[src/rtl/dot_acc.sv]
// dot_acc: sums every K consecutive unsigned products into one dot-product
// value and buffers completed sums in a 2-entry FIFO with valid/ready output.
// Products are accepted every cycle with no backpressure toward upstream.
// Optional feature macro: DOT_ACC_LAST_EN adds i_prod_last, which ends a
// vector before it reaches K products.
module dot_acc #(
  parameter int W = 8,
  parameter int K = 4
) (
  input  logic                          i_clk,
  input  logic                          i_rst,
  input  logic                          i_prod_valid,
  input  logic [W-1:0]                  i_prod,
`ifdef DOT_ACC_LAST_EN
  input  logic                          i_prod_last,
`endif
  input  logic                          i_clear,
  output logic [W+$clog2(K+1)-1:0]      o_sum,
  output logic                          o_sum_valid,
  input  logic                          i_sum_ready,
  output logic                          o_acc_busy,
  output logic                          o_overflow
);

  localparam int CNT_W = $clog2(K + 1);
  localparam int ACC_W = W + CNT_W;

  logic [ACC_W-1:0] acc;
  logic [CNT_W-1:0] cnt;
  logic [ACC_W-1:0] q0;
  logic [ACC_W-1:0] q1;
  logic [1:0]       qn;

  logic             last_prod;
  logic             push;
  logic             pop;
  logic [ACC_W-1:0] push_sum;

  // Decide whether this edge completes a vector and whether the head is taken
  always_comb begin
    last_prod = (cnt == CNT_W'(K - 1));
`ifdef DOT_ACC_LAST_EN
    last_prod = last_prod | i_prod_last;
`endif
    push     = i_prod_valid & ~i_clear & last_prod;
    pop      = (qn != 2'd0) & i_sum_ready;
    push_sum = acc + {{CNT_W{1'b0}}, i_prod};
  end

  // Accumulator and product counter; clear has priority over a product
  always_ff @(posedge i_clk) begin
    if (i_rst || i_clear) begin
      acc <= '0;
      cnt <= '0;
    end else if (i_prod_valid) begin
      if (last_prod) begin
        acc <= '0;
        cnt <= '0;
      end else begin
        acc <= push_sum;
        cnt <= cnt + 1'b1;
      end
    end
  end

  // Output queue: q0 is the registered head and keeps its value once empty.
  // A push and pop on the same edge shift q1 into the head and refill the
  // tail, so a full queue never drops in that case.
  always_ff @(posedge i_clk) begin
    if (i_rst) begin
      q0         <= '0;
      q1         <= '0;
      qn         <= 2'd0;
      o_overflow <= 1'b0;
    end else begin
      if (i_clear)
        o_overflow <= 1'b0;
      case ({push, pop})
        2'b11: begin
          if (qn == 2'd2) begin
            q0 <= q1;
            q1 <= push_sum;
          end else begin
            q0 <= push_sum;
          end
        end
        2'b01: begin
          if (qn == 2'd2)
            q0 <= q1;
          qn <= qn - 2'd1;
        end
        2'b10: begin
          if (qn == 2'd0) begin
            q0 <= push_sum;
            qn <= 2'd1;
          end else if (qn == 2'd1) begin
            q1 <= push_sum;
            qn <= 2'd2;
          end else begin
            o_overflow <= 1'b1;
          end
        end
        default: ;
      endcase
    end
  end

  assign o_sum       = q0;
  assign o_sum_valid = (qn != 2'd0);
  assign o_acc_busy  = (cnt != '0);

endmodule

[config.mk]
export PLATFORM = sky130hd
export DESIGN_NAME = dot_acc
export DESIGN_NICKNAME = d
export VERILOG_FILES = /design/src/rtl/dot_acc.sv
export SDC_FILE = /design/constraint.sdc
export NUM_CORES = 1
export LEC_CHECK = 0
export ABC_AREA = 1
export CAP_MARGIN = 20
export CORE_ASPECT_RATIO = 0.7
export CORE_UTILIZATION = 24
export CTS_BUF_LIST = sky130_fd_sc_hd__clkbuf_8
export DETAILED_ROUTE_END_ITERATION = 10
export GPL_TIMING_DRIVEN = 0
export RECOVER_POWER = 100
export SLEW_MARGIN = 10
export SYNTH_ARGS = -nofsm -noshare
export SYNTH_HDL_FRONTEND = slang
export SYNTH_SLANG_ARGS = --single-unit
[constraint.sdc]
create_clock -name i_clk -period 2.1 [get_ports i_clk]
set_input_delay 0.42 -clock i_clk [delete_from_list [all_inputs] [get_ports i_clk]]
set_output_delay 0.42 -clock i_clk [all_outputs]
set_load 0.01 [all_outputs]
==> impl_metrics.tcl <==
set metrics [dict create \
    outcome "completed" \
    startpoint_type "flip-flop" \
    placed_cells 523 \
    hold-worst-slack_ns 0.476 \
    dr.pass1.iters 5 \
    grt_pass1_vias 2416 \
    path_class "reg2reg" \
    cap_violations 0 \
    drive_above_1_share 0.300 \
    synth_edf_count 0 \
    skew_ns 0.00451 \
    postCtsHoldBufs 0 \
    ys_ff_latch 39 \
    dpl.hpwl_mm 5.31 \
    ios 27 \
    drcViolationCount 0 \
    power_density_nw_per_um2 544 \
    ir_drop_v 0.000252 \
    gp_congestion 0.845 \
    chipWidth_um 124 \
    power_mw 1.96 \
    wl_mm 7.85 \
    cp_max_fo 8 \
    start_util 0.252 \
    clk_path_buf_depth 2 \
    cp_slowest_cell "dfxtp_2" \
    antennaDiodeCount 0 \
    worst_setup_path_end_kind "flip-flop" \
    final_util 0.366 \
    drv_slew 0 \
    core-area_um2 9870 \
    critPathArrivalTime_ns 2.27 \
    grt-ovfl-total 0 \
    die_area_um2 10800 \
    track_usage 0.149 \
    antenna_found_initial 0 \
    cp_top_family "simple AND/OR/NAND/NOR gates" \
    num_vias 2671 \
    detail_route.wl_per_cell_um 14.2 \
    initialDrtViolationCount 154 \
    netlist.area_leader.share 0.313 \
    viasPerCell 4.84 \
    finalCritPeriodShare 0.983 \
    portBuffers 26 \
    path_buf_inv 6 \
    synth_top_area_cell "dfxtp_1" \
    cts_root_buf "clkbuf_8" \
    postSynthCellCount 369 \
    setup_violations 0 \
    hold_path_class "reg2reg" \
    slew_headroom 0.626 \
    grt_first_pass_wirelength_mm 12.2 \
    fmax_mhz 484 \
    syn_area_um2 2490 \
    yosysMostFrequentCell "nand2_1" \
    rsz0062_at_grt "true" \
    synth_flop_cell "dfxtp_1" \
    synthesis.nets 400 \
    max_stage_delay_ns 0.37 \
    finalHoldViolations 0 \
    ys_seq_area_frac 0.313 \
    h-tree-depth 2 \
    grt_max_degree 12 \
    yosysWarningCount 0 \
    synth_area_leaders "dfxtp_1 (31%), nand2_1 (14%), a21oi_1 (10%)" \
    final_cell_count_no_fill 552 \
    clk_pin_slew_worst_paths_ns 0.08 \
    insertion_delay_ns 0.31 \
    synthTopCellsByCount "nand2_1 (91), a21oi_1 (51), inv_1 (43)" \
    cp_cell_sequence "ha_4 -> nand2_4 -> nor3_4 -> buf_6 -> ha_4 -> inv_4 -> buf_8 -> nor2_4 -> nor2_1 -> and2_4 -> buf_6 -> inv_8 -> a21oi_2 -> o21ai_1 -> inv_1" \
    worst_pin_slew_ns 0.561 \
    drtAntennaViolNets 0 \
    required_ns 2.31 \
    yosysUniqueCellTypes 37 \
    fin_crit_ns 2.06 \
    numCtsBuffers 5 \
    cts.sinks 39 \
    cts_tree "done" \
    layout.nets 454 \
    synthArstFlopShare 0 \
    avgSynthCellArea_um2 6.75 \
    die_h_um 87.3 \
    p_leak_nw 1.56 \
    rows 30 \
    synthToLayoutAreaGrowth_pct 44.9 \
]
-- through the flow --
step / setup TNS [ns] / setup slack (ns) / cell area, µm²
floorplan: 0 / 0.0605 / 2490
global placement: -20.46 / -0.942 / 2910
detailed placement: -21.65 / -0.969 / 2910
CTS: -0.0883 / -0.0420 / 3340
global route: -0.112 / -0.0428 / 3610
finish: 0 / 0.0360 / 3610
-- cell usage in the layout (no fill, tap or decap), types with 4 or more instances in the layout --
cell             count
ha_4                 5
nand2_1             78
dfxtp_1             35
clkdlybuf4s50_1     22
nand2_4              6
o21ai_2              5
nand3_1             16
dfxtp_2              4
o21ai_0             14
o21ai_1             13
nand2_2              9
nand3_2              7
ha_1                 5
inv_2                6
ha_2                 7
inv_1               39
a21oi_2             15
buf_4               15
clkbuf_8             7
nand4_1              4
nor2_1              19
clkbuf_1             4
buf_6                7
a21oi_1             35
-- final timing paths --
check / start / to / slack (ns) / cells after the start
max: cnt[1] / q1[6] / 0.04 / 15
min: acc[6] / acc[6] / 0.48 / 2
max reg2reg: cnt[1] / q1[6] / 0.04 / 15
min reg2reg: acc[6] / acc[6] / 0.48 / 2
-- worst min-delay path, stage by stage, from the launching register on --
cell,delay (ns)
dfxtp_1,0.32
nand2_1,0.06
a21oi_1,0.05
-- layer usage --
metal  part of all wire  track usage
met1               0.52        0.223
met2               0.41        0.213
met5                  0            0
met4             0.0098       0.0394
met3              0.065       0.0321
-- final cells by class --
type,instances,area [µm²]
inverters,49,206
fillers,1016,6260
clock inverters,1,3.75
multi-input cells,268,1780
repair buffers,49,478
well taps,128,160
clock buffers,7,96.3
plain buffers,11,101
flip-flops and latches,39,786
-- logic make-up (layout without fill, tap and decap cells) --
family / Yosys count / after routing / synth area share
and+or+nand+nor: 151 / 151 / 0.259
AOI/OAI and AO/OA: 96 / 96 / 0.212
buffers and inverters: 62 / 117 / 0.111
DFF: 39 / 39 / 0.313
adders and majority gates: 18 / 18 / 0.0934
xor gates and xnor gates: 3 / 3 / 0.0105
-- power by group --
group          internal, mW  total (mW)  switching, mW  leakage (nW)
combinational         0.244       0.568          0.324          1.19
clock                 0.296       0.595          0.299        0.0557
sequential            0.777       0.802         0.0255         0.317
-- timing repair --
item,in CTS,in global routing
gates cloned,2,0
endpoints found under the setup margin,27,26
buffers inserted,15,9
pin swaps,5,16
hold endpoints to repair,0,0
gates resized for setup,62,73
-- flip-flops by register name, summed over array words and instances, names as in the netlist --
| name | count |
|---|---|
| cnt | 3 |
| acc | 11 |
| o_sum | 11 |
| q1 | 11 |
| qn | 2 |
| o_overflow | 1 |
Power figures use the tool's default switching activity.
